**src/rtl/cgra_run_ctrl.sv**
```systemverilog
// cgra_run_ctrl: start/done handshake and shared instruction-address sequencer for the PE array
module cgra_run_ctrl #(
  parameter int IADDR_WIDTH  = 8,
  parameter int ITER_WIDTH   = 16,
  parameter int DRAIN_CYCLES = 4
) (
  input  logic                   Clk,
  input  logic                   Resetn,
  input  logic                   Computation_Start,
  output logic                   Computation_Done,
  input  logic [IADDR_WIDTH-1:0] Inst_Num,
  input  logic [ITER_WIDTH-1:0]  Iter_Num,
  input  logic                   Stall,
  output logic [IADDR_WIDTH-1:0] Inst_Addr,
  output logic                   Inst_Valid,
  output logic [ITER_WIDTH-1:0]  Iter_Count,
  output logic                   Iter_Last,
  output logic                   PE_Array_Busy
);
  localparam int DW = DRAIN_CYCLES > 1 ? $clog2(DRAIN_CYCLES) : 1;
  typedef enum logic [2:0] {IDLE, INIT, RUN, DRAIN, DONE} state_t;
  state_t                 state;
  logic [IADDR_WIDTH-1:0] inst_num_q;
  logic [ITER_WIDTH-1:0]  iter_num_q;
  logic [DW-1:0]          drain_cnt;
  logic                   addr_end;
  assign addr_end         = Inst_Addr == inst_num_q - IADDR_WIDTH'(1);
  assign Iter_Last        = state == RUN && Iter_Count == iter_num_q - ITER_WIDTH'(1);
  assign Inst_Valid       = state == RUN && !Stall;
  assign Computation_Done = state == DONE;
  assign PE_Array_Busy    = state == INIT || state == RUN || state == DRAIN;
  always_ff @(posedge Clk or negedge Resetn)
    if (!Resetn) begin
      state      <= IDLE;
      inst_num_q <= '0;
      iter_num_q <= '0;
      drain_cnt  <= '0;
      Inst_Addr  <= '0;
      Iter_Count <= '0;
    end else
      case (state)
        IDLE: if (Computation_Start) state <= INIT;
        INIT: begin
          inst_num_q <= Inst_Num;
          iter_num_q <= Iter_Num;
          Inst_Addr  <= '0;
          Iter_Count <= '0;
          drain_cnt  <= '0;
          state      <= (Inst_Num == '0 || Iter_Num == '0) ? DONE : RUN;
        end
        RUN: if (!Stall) begin
          Inst_Addr <= addr_end ? '0 : Inst_Addr + IADDR_WIDTH'(1);
          if (addr_end && Iter_Last) state <= DRAIN_CYCLES == 0 ? DONE : DRAIN;
          else if (addr_end) Iter_Count <= Iter_Count + ITER_WIDTH'(1);
        end
        DRAIN: begin
          drain_cnt <= drain_cnt + DW'(1);
          if (drain_cnt == DW'(DRAIN_CYCLES - 1)) state <= DONE;
        end
        DONE: if (!Computation_Start) state <= IDLE;
        default: state <= IDLE;
      endcase
endmodule
```
**config.mk**
```make
export PLATFORM = sky130hd
export DESIGN_NAME = cgra_run_ctrl
export DESIGN_NICKNAME = d
export VERILOG_FILES = /design/src/rtl/cgra_run_ctrl.sv
export SDC_FILE = /design/constraint.sdc
export NUM_CORES = 1
export LEC_CHECK = 0
export ABC_AREA = 1
export CAP_MARGIN = 20
export CORE_ASPECT_RATIO = 0.75
export CORE_MARGIN = 5
export CORE_UTILIZATION = 50
export CTS_CLUSTER_DIAMETER = 150
export DETAILED_ROUTE_END_ITERATION = 10
export PLACE_DENSITY = 0.75
export SLEW_MARGIN = 10
export SYNTH_ARGS = -nofsm -noshare
export SYNTH_HDL_FRONTEND = slang
export SYNTH_SLANG_ARGS = --single-unit
```
**constraint.sdc**
```tcl
create_clock -name Clk -period 5.1 [get_ports Clk]
set_input_delay 1.02 -clock Clk [delete_from_list [all_inputs] [get_ports Clk]]
set_output_delay 1.02 -clock Clk [all_outputs]
set_load 0.02 [all_outputs]
```
==> impl_metrics.tcl <==
set metrics [dict create \
    initialDrtViolationCount 233 \
    grt_max_degree 54 \
    crit_path_end_kind "output pin" \
    cts_max_path_buffers 2 \
    nNetsFinal 577 \
    r2r_end "Iter_Count[13]" \
    power.share.combinational 0.515 \
    min_from "drain_cnt[0]" \
    worstSkewPairLatency_ns 0.31 \
    place_ws_ns 1.68 \
    syn_area_per_cell_um2 7.22 \
    switchingPower_w 0.000994 \
    wl_per_cell_um 14.1 \
    routed_wirelength_mm 8.90 \
    grt_antenna_before_repair 0 \
    timing.final.crit_share 0.739 \
    yosysWarningCount 0 \
    hold_violations 0 \
    clkTransAtPathRegs_ns 0.10 \
    fin_setup_tns_ns 0 \
    max_slew_margin 0.533 \
    synth_seq_cells 53 \
    die-area_um2 8860 \
    async_flop_share 1.00 \
    htreeDepth 2 \
    worstHoldEndpoint "drain_cnt[0]" \
    fillers 656 \
    drv_cap 0 \
    vias 3337 \
    die_w_um 107 \
    p_seq_frac 0.322 \
    ant_nets 0 \
    reg2reg_from "inst_num_q[1]" \
    cts_buffers 5 \
    post_cts_resized 0 \
    cts_tree "yes" \
    synthesis.area_um2 3530 \
    swShare 0.470 \
    cp_max_fo 5 \
    required_ns 4.08 \
    cts_root_buf "clkbuf_8" \
    post_cts_buffers 0 \
    core_area_um2 6830 \
    ys_seq_area_frac 0.376 \
    start_kind "flop" \
    slew_violations 0 \
    place_hpwl_mm 6.84 \
    synth-edff-count 0 \
    start_util 0.517 \
    placed_cells 621 \
    dr.pass1.iters 5 \
    global_route.overflow_total 0 \
    route.detailed.drc 0 \
    r2r_cells 11 \
    leakage_nw 1.93 \
    synthDistinctLibCells 29 \
    fmax_mhz 265 \
    tightest_slew_ns 0.700 \
    port_buffers 55 \
    syn_nets 522 \
    ff2ff_setup_slack_ns 2.66 \
    p_int_w 0.00112 \
    syn_inst 489 \
    hp-class "flop to flop" \
    path_class "flop to output pin" \
    grt_pass1_wl_mm 15.2 \
    clkSinkCount 53 \
    ir_drop_uv 298 \
    pwr-share-clk 0.163 \
    fin_skew_ns 0.0113 \
    finalSetupViolations 0 \
    status "complete, no violations" \
    die_h_um 82.8 \
    vias_per_cell 5.31 \
    routabilityCongestion 0.913 \
    io_pins 56 \
    worst_slack_ns 1.33 \
    antenna_cells 0 \
    grt_setup_unrepaired "false" \
    drive_above_1_share 0.0991 \
    grt_pass1_vias 3267 \
    cts-hold-fix-buffers 0 \
    hold_path_depth 1 \
    grtUsageTotal 0.214 \
    cp.arrival_ns 2.75 \
    synthFlopType "dfrtp_1" \
    area_delta_synth_final_pct 21.0 \
    fin_cells 629 \
    row_count 26 \
    power_density_nw_per_um2 495 \
    min_period_ns 3.77 \
]
[worst max-delay path by stage]
stage | startpoint | end | cells past startpoint
2_1_floorplan | iter_num_q[0] | Iter_Last | 10
3_3_place_gp | iter_num_q[0] | Iter_Last | 11
3_5_place_dp | iter_num_q[0] | Iter_Last | 11
4_1_cts | iter_num_q[0] | Iter_Last | 11
5_1_grt | iter_num_q[0] | Iter_Last | 11
6_report | iter_num_q[0] | Iter_Last | 11
[worst max-delay path: stages, from the launching register on]
cell	delay, ns
dfrtp_1	0.40
inv_1	0.12
ha_1	0.27
nand2_1	0.13
nor2_1	0.16
nand2_1	0.09
nor2_1	0.12
nor2_1	0.05
nor2_1	0.10
nand2_1	0.06
nor4_1	0.27
clkdlybuf4s50_1	0.67
[routing by layer]
layer / vias to the layer above / part of all wire / global-route usage
met5: - / 0 / 0
met1: 1546 / 0.49 / 0.308
met2: 110 / 0.44 / 0.344
li1: 1676 / - / -
met3: 5 / 0.063 / 0.0348
met4: 0 / 0.0063 / 0.0421
[per-stage QoR]
| step | total power (W) | hold WS [ns] | area [µm²] | util |
|---|---|---|---|---|
| finish | 0.00212 | 0.508 | 4270 | 0.625 |
| global route | 0.00231 | 0.537 | 4270 | 0.625 |
| CTS | 0.00212 | 0.512 | 4270 | 0.625 |
| detailed placement | 0.00177 | 0.495 | 4140 | 0.606 |
| global placement | 0.00173 | 0.480 | 4140 | 0.606 |
| floorplan | 0.00152 | 0.461 | 3530 | - |
[logic make-up (layout without fill, tap and decap cells)]
| logic type | Yosys count | in the layout | share of synthesized area |
|---|---|---|---|
| simple gates | 305 | 305 | 0.384 |
| flops | 53 | 53 | 0.376 |
| buf+inv | 52 | 108 | 0.0627 |
| compound gates | 40 | 40 | 0.0751 |
| xor+xnor | 34 | 34 | 0.0843 |
| fa+ha+maj | 5 | 5 | 0.0177 |
[flip-flops by register name, summed over array words and instances, names as in the netlist]
signal and cells:
drain_cnt 2, Iter_Count 16, iter_num_q 16, state 3, Inst_Addr 8, inst_num_q 8
[cell type report]
class	instances	area (µm²)	area share
Multi-Input combinational cell	384	1990	0.465
Sequential cell	53	1330	0.310
Timing Repair Buffer	57	561	0.131
Inverter	43	161	0.0378
Tap cell	84	105	0.0246
Clock buffer	5	68.8	0.0161
Clock inverter	3	65.1	0.0152
[cells in the mapped netlist, types with 2 or more instances]
cell type  instances  area (µm²)
or2_2              6        37.5
nand2_1          161         604
nand2_2            7        43.8
nor4_1             9        56.3
clkbuf_1           6        22.5
nand3_1           39         195
buf_6              2        22.5
o21ai_2           16         140
o21ai_0           17        85.1
inv_2              3        11.3
nor2_1            52         195
ha_1               5        62.6
xor2_1            21         184
nor3_1             6        30.0
nand3_2            2        20.0
xnor2_1           13         114
nand3b_1           5        37.5
inv_1             40         150
dfrtp_1           53        1330
nand4_1            9        56.3
a21oi_1            5        25.0
nor2_2             5        31.3
[power groups by stage]
stage / logic (W) / registers [W] / clock network, W
CTS: 0.00109 / 0.000680 / 0.000349
floorplan: 0.000848 / 0.000670 / 0
global placement: 0.00104 / 0.000682 / 0
finish: 0.00109 / 0.000682 / 0.000344
global route: 0.00124 / 0.000700 / 0.000363
detailed placement: 0.00108 / 0.000687 / 0
[cells in the final DEF (no fill, tap or decap), drive strengths merged, types with 5 or more instances in the layout]
| master | netlist | layout |
|---|---|---|
| nand3 | 41 | 41 |
| o21ai | 33 | 33 |
| clkdlybuf4s50 | 0 | 54 |
| nand4 | 9 | 9 |
| clkbuf | 6 | 5 |
| dfrtp | 53 | 53 |
| nor2 | 59 | 59 |
| or2 | 6 | 6 |
| inv | 43 | 43 |
| xnor2 | 13 | 13 |
| nor4 | 9 | 9 |
| nor3 | 6 | 6 |
| a21oi | 5 | 5 |
| xor2 | 21 | 21 |
| ha | 5 | 5 |
| nand2 | 169 | 169 |
| nand3b | 5 | 5 |
(Power assumes the default switching activity.)
